--- src/rtl/ffdebounce_pkg.sv ---
// ffdebounce_pkg
// Purpose : shared constant helpers for the ffdebounce block.
// Contents: clog2 - ceiling log2 used to size the per-bit stability counters.
package ffdebounce_pkg;

    // Ceiling log2 of a positive value; clog2(1) = 0, clog2(2) = 1, clog2(16) = 4.
    function automatic int clog2(input int value);
        int result;
        result = 0;
        for (int i = 0; i < 31; i++) begin
            if ((32'd1 << i) < value) begin
                result = i + 1;
            end
        end
        return result;
    endfunction

endpackage

--- src/rtl/ffdebounce_bit.sv ---
// ffdebounce_bit
// Purpose : debounce and edge-detect a single already-synchronized bit.
//           The output follows the input only after the input has differed
//           from the output for STABLE_CYCLES consecutive enabled edges.
// Ports   :
//   clk_i   in   clock, rising edge
//   rst_ni  in   synchronous active-low reset
//   ena_i   in   sample enable; the counter advances only when high
//   data_i  in   synchronized input bit
//   data_o  out  debounced bit (registered)
//   rise_o  out  one-cycle pulse on an accepted 0->1 change (registered)
//   fall_o  out  one-cycle pulse on an accepted 1->0 change (registered)
module ffdebounce_bit
    import ffdebounce_pkg::*;
#(
    parameter int   STABLE_CYCLES = 16,
    parameter logic RESET_VAL     = 1'b0
) (
    input  logic clk_i,
    input  logic rst_ni,
    input  logic ena_i,
    input  logic data_i,
    output logic data_o,
    output logic rise_o,
    output logic fall_o
);

    // At least one counter bit even when STABLE_CYCLES is 1.
    localparam int CNT_W = clog2((STABLE_CYCLES > 2) ? STABLE_CYCLES : 2);
    localparam logic [CNT_W-1:0] CNT_MAX = CNT_W'(STABLE_CYCLES - 1);

    generate
        if (STABLE_CYCLES < 1) begin : g_bad_stable_cycles
            $error("ffdebounce_bit: STABLE_CYCLES must be 1 or more");
        end
    endgenerate

    logic [CNT_W-1:0] cnt;

    always_ff @(posedge clk_i) begin
        if (!rst_ni) begin
            cnt    <= '0;
            data_o <= RESET_VAL;
            rise_o <= 1'b0;
            fall_o <= 1'b0;
        end else begin
            rise_o <= 1'b0;
            fall_o <= 1'b0;
            if (data_i == data_o) begin
                // Input agrees with output: any partial count is a glitch, drop it.
                cnt <= '0;
            end else if (ena_i) begin
                if (cnt == CNT_MAX) begin
                    // This enabled edge completes the stable run: commit.
                    data_o <= data_i;
                    cnt    <= '0;
                    rise_o <= data_i;
                    fall_o <= ~data_i;
                end else begin
                    cnt <= cnt + 1'b1;
                end
            end
            // Differing input with ena_i low: count and output hold.
        end
    end

endmodule

--- src/rtl/ffdebounce.sv ---
// ffdebounce
// Purpose : per-bit debouncer and edge detector for a bus already
//           synchronized into clk_i. Every bit is independent.
// Ports   :
//   clk_i   in   [1]      clock, rising edge
//   rst_ni  in   [1]      synchronous active-low reset
//   ena_i   in   [1]      sample enable shared by all bits
//   data_i  in   [WIDTH]  synchronized input bus
//   data_o  out  [WIDTH]  debounced bus (registered)
//   rise_o  out  [WIDTH]  per-bit accepted 0->1 pulse (registered)
//   fall_o  out  [WIDTH]  per-bit accepted 1->0 pulse (registered)
module ffdebounce
    import ffdebounce_pkg::*;
#(
    parameter int               WIDTH         = 8,
    parameter int               STABLE_CYCLES = 16,
    parameter logic [WIDTH-1:0] RESET_VAL     = {WIDTH{1'b0}}
) (
    input  logic             clk_i,
    input  logic             rst_ni,
    input  logic             ena_i,
    input  logic [WIDTH-1:0] data_i,
    output logic [WIDTH-1:0] data_o,
    output logic [WIDTH-1:0] rise_o,
    output logic [WIDTH-1:0] fall_o
);

    generate
        if (STABLE_CYCLES < 1) begin : g_bad_stable_cycles
            $error("ffdebounce: STABLE_CYCLES must be 1 or more");
        end
    endgenerate

    for (genvar i = 0; i < WIDTH; i++) begin : g_bit
        ffdebounce_bit #(
            .STABLE_CYCLES (STABLE_CYCLES),
            .RESET_VAL     (RESET_VAL[i])
        ) u_bit (
            .clk_i  (clk_i),
            .rst_ni (rst_ni),
            .ena_i  (ena_i),
            .data_i (data_i[i]),
            .data_o (data_o[i]),
            .rise_o (rise_o[i]),
            .fall_o (fall_o[i])
        );
    end

endmodule

--- config.mk ---
export PLATFORM = sky130hd
export DESIGN_NAME = ffdebounce
export DESIGN_NICKNAME = d
export VERILOG_FILES = /design/src/rtl/ffdebounce_pkg.sv /design/src/rtl/ffdebounce_bit.sv /design/src/rtl/ffdebounce.sv
export SDC_FILE = /design/constraint.sdc
export NUM_CORES = 1
export LEC_CHECK = 0
export ABC_AREA = 1
export BUFFER_PORTS_ARGS = -buffer_cell sky130_fd_sc_hd__buf_2
export CAP_MARGIN = 20
export CORE_MARGIN = 4
export CORE_UTILIZATION = 50
export CTS_CLUSTER_DIAMETER = 150
export DETAILED_ROUTE_END_ITERATION = 6
export PLACE_DENSITY = 0.71
export SLEW_MARGIN = 5
export SYNTH_ARGS = -nofsm -noshare
export SYNTH_HDL_FRONTEND = slang
export SYNTH_HIERARCHICAL = 1
export SYNTH_SLANG_ARGS = --single-unit
--- constraint.sdc ---
create_clock -name clk_i -period 2.9 [get_ports clk_i]
set_input_delay 0.435 -clock clk_i [delete_from_list [all_inputs] [get_ports clk_i]]
set_output_delay 0.435 -clock clk_i [all_outputs]
set_load 0.1 [all_outputs]
Word level (Yosys, flattened, before mapping) --
Index checks and enable logic that the tools add are counted.
Storage, ports and cells: flip-flop bits (word level) 56, logic and storage cells 114
Cells by class: add/sub/neg operators 8, equal/unequal tests 16, multiplexer cells 8, bitwise operators 26, reductions and logical operators 24
Operators by type and width (count):
- 4-bit by 1-bit adder with 4-bit output (second input constant) | 8
- 4-bit == test (second input constant) | 8
- 4-bit 2-to-1 mux | 8
- 4-bit OR reduction | 8
- 1-bit NOT | 26
- 3-bit AND reduction | 8
- 2-bit OR reduction | 8
- 1-bit == test | 8

Depth between registers and ports, before layout --
depth in word-level cells 3, mapped depth 6

Hierarchy --
Netlist, hierarchy kept.
Modules (own cells, without submodules):
- ffdebounce_bit | times used 8, cells each 44, area an instance 326.6 um^2, seq. area each 140.1 um^2

Least setup slack after synthesis --
No wires, ideal clock.
path kind register to register, start point register g_bit[0].u_bit.data_o, end point register g_bit[0].u_bit.cnt[2], library setup time 119 ps, arrival time 1411 ps, slack 1370 ps, cell stages (with the launch flop) 4, buffers on the path 0, path through dfxtp_1 nand2_1 nand3_1 nor2_1
Between the ends: word-level cells in the longest chain between the ends 2
Ends and longest elaborated chain:
- start: declaration | RTL line ffdebounce_bit.sv:23 | output logic data_o,
- start signal: assignment | RTL line ffdebounce_bit.sv:55 | data_o <= data_i;
- 1-bit == test | RTL line ffdebounce_bit.sv:49 | if (data_i == data_o) begin
- 2-bit OR reduction (no source line)
- end signal: assignment | RTL line ffdebounce_bit.sv:60 | cnt <= cnt + 1'b1;
- end: declaration | RTL line ffdebounce_bit.sv:38 | logic [CNT_W-1:0] cnt;
Every way passes these cells. A chain may end at the register's enable or synchronous reset.

Final worst setup path --
start point register g_bit[7].u_bit.data_o, end point output data_o[7]
RTL lines:
- start: declaration | RTL line ffdebounce_bit.sv:23
- start signal: assignment | RTL line ffdebounce_bit.sv:55
- end: declaration | RTL line ffdebounce.sv:23 | output logic [WIDTH-1:0] data_o,
No word-level cell between the ends.

==> flow_metrics.env <==
export IMPL_max_freq_mhz=627
export IMPL_pre_cts_slack_ps=1200
export IMPL_crit_type="flip-flop to primary output"
export IMPL_outcome="finished clean"
export IMPL_drv_slew=0
export IMPL_slowest_delay_ps=460
export IMPL_worstPathCellList="buf_2"
export IMPL_hpwl_um=3210
export IMPL_vias=2080
export IMPL_fin_total_pwr_w=0.00129
export IMPL_min_period_ps=1600
export IMPL_synth_seq_cells=56
export IMPL_cts_repair_resized=0
export IMPL_setup_viol=0
export IMPL_diodes=0
export IMPL_clkLatencyLatePin_ps=300
export IMPL_antenna_found_initial=0
export IMPL_drcViolationCount=0
export IMPL_hold_path_class="input pin to flip-flop"
export IMPL_rsz0062_at_grt="no"
export IMPL_die_w_um=80.3
export IMPL_fp_row_count=26
export IMPL_syn_to_final_growth_pct=13.4
export IMPL_cap_violations=0
export IMPL_cts_tree="yes"
export IMPL_leakage_nw=1.32
export IMPL_endpoint_kind="primary output"
export IMPL_cp_start_kind="flip-flop"
export IMPL_critPathRequiredTime_ps=2470
export IMPL_numClockSinks=56
export IMPL_timing_final_ws_setup_ps=1300
export IMPL_ys_seq_area_frac=0.429
export IMPL_portBuffers=34
export IMPL_ys_types=15
export IMPL_clock_root_buffer="clkbuf_8"
export IMPL_layout_worst_path_cycle_share=0.550
export IMPL_reg2reg_slack_ps=1800
export IMPL_hold_buffers=0
export IMPL_nNetsFinal=412
export IMPL_h_tree_depth=2
export IMPL_p_per_area_nw_per_um2=436
export IMPL_path_delay_family="buffers and inverters"
export IMPL_syn_nets=371
export IMPL_ys_warn_count=6
export IMPL_synth_area_leaders="dfxtp_1, nand2_1, nor2_1"
export IMPL_layout_cells_non_filler=464
export IMPL_coreArea_sq_um=5070
export IMPL_avgSynthCellArea_sq_um=7.42
export IMPL_critical_path_arrival_ps=1160
export IMPL_ir_worst_vdd_mv=0.276
export IMPL_dr_first_iter_drc_count=44
export IMPL_holdWs_ps=431
export IMPL_via_per_inst=4.48
export IMPL_maxSlewHeadroom=0.458
export IMPL_grt_ovfl_total=0
export IMPL_synth_area_sq_um=2610
export IMPL_crit_path_max_fanout=5
export IMPL_yosys_area_top_type="dfxtp_1"
export IMPL_final_hold_viol_count=0
export IMPL_grt_pass1_vias=1868
export IMPL_wl_um=4260
export IMPL_io_pins=35
export IMPL_path_buf_inv=1
export IMPL_first_pass_iters=4
export IMPL_wl_per_cell_um=9.19
export IMPL_numCtsBuffers=5
export IMPL_grt_pass1_wl_um=7510
export IMPL_drive_gt1_frac=0.228
export IMPL_die_h_um=80.3
export IMPL_die_area_sq_um=6450
export IMPL_cts_buffer_depth=2
export IMPL_grt_usage=0.145
export IMPL_tightest_slew_ps=813
export IMPL_netlist_instances=352
export IMPL_cts_setup_buffers=0
export IMPL_tns_ps=0
export IMPL_path_clk_slew_ps=90
export IMPL_dp_cells=456
export IMPL_yosysTopAreaCellShare=0.429
export IMPL_clock_skew_ps=6.67
export IMPL_ant_nets=0
export IMPL_slowest_stage="buf_2"
export IMPL_gp_congestion=0.748
export IMPL_grt_max_degree=41
export IMPL_start_util=0.515
==> power by group <==
part | leakage [nW] | switching [W] | total (W) | internal [W]
combinational | 0.815 | 0.0000544 | 0.0000848 | 0.0000304
clock | 0.0510 | 0.000232 | 0.000423 | 0.000191
sequential | 0.452 | 0.00000711 | 0.000783 | 0.000776
==> per-layer routing <==
layer / vias to the layer above / GRT usage / routed length, um
met5: - / 0 / 0
met4: 0 / 0.0405 / 25
met3: 2 / 0.0381 / 148
met2: 29 / 0.239 / 1970
met1: 905 / 0.185 / 2120
li1: 1144 / - / -
==> state kept, by name, indices dropped and copies added (netlist names) <==
| signal | flops |
|---|---|
| g_bit.u_bit/fall_o | 8 |
| g_bit.u_bit/cnt | 32 |
| g_bit.u_bit/data_o | 8 |
| g_bit.u_bit/rise_o | 8 |
==> cell usage after synthesis (all sizes together) <==
cell	n
clkinv	8
nand3	16
inv	40
a21oi	8
xnor2	8
nor2	80
xor2	8
ha	8
dfxtp	56
nand2	104
nor3	8
o21bai	8
==> cells in the final DEF, fill, tap and decap left out <==
cell | synthesis | layout
clkbuf_8 | 0 | 6
a21oi_1 | 8 | 8
nand2_1 | 88 | 88
o21bai_1 | 8 | 8
inv_1 | 40 | 40
nand3_2 | 8 | 8
xnor2_1 | 8 | 8
ha_1 | 8 | 8
clkinv_2 | 0 | 2
dfxtp_1 | 56 | 56
clkinv_1 | 8 | 8
nand3_1 | 8 | 8
buf_2 | 0 | 34
xor2_1 | 8 | 8
nand2_2 | 16 | 16
nor3_2 | 8 | 8
nor2_2 | 16 | 16
nor2_1 | 64 | 64
==> area by class of cell <==
type / instances / area (sq um)
Multi-Input combinational cell: 248 / 1310
Sequential cell: 56 / 1120
Tap cell: 70 / 87.6
Timing Repair Buffer: 34 / 170
Fill cell: 487 / 2110
Clock inverter: 2 / 10.0
Inverter: 48 / 180
Clock buffer: 6 / 82.6
==> worst reg2reg max path: stages, from the launching register on <==
cell	delay (ps)
dfxtp_1	340
ha_1	220
nand2_2	110
clkinv_1	90
nand2_2	90
nand3_2	100
nor2_2	110
==> path summary, 6_finish.rpt <==
path	depth (start not counted)	startpoint	to
setup / recovery	1	g_bit[7].u_bit/data_o$_SDFFE_PN0P_	data_o[7]
hold / removal	3	data_i[1]	g_bit[1].u_bit/rise_o$_SDFF_PP0_
setup reg to reg	6	g_bit[5].u_bit/cnt[0]$_SDFFE_PP0P_	g_bit[5].u_bit/cnt[3]$_SDFFE_PP0P_
hold reg to reg	2	g_bit[4].u_bit/cnt[1]$_SDFFE_PP0P_	g_bit[4].u_bit/cnt[1]$_SDFFE_PP0P_
==> cell families after synthesis <==
group           count (synthesis)  share of synthesized area
fa+ha+maj                       8                     0.0383
buf+inv                        48                     0.0690
simple gates                  208                      0.372
xor+xnor                       16                     0.0536
flops                          56                      0.429
compound gates                 16                     0.0383
==> through the flow <==
step / area, sq um / utilization
floorplan: 2610 / -
CTS: 2960 / 0.584
global placement: 2870 / 0.566
detailed placement: 2870 / 0.566
global route: 2960 / 0.584
finish: 2960 / 0.584
(Power assumes the default switching activity.)
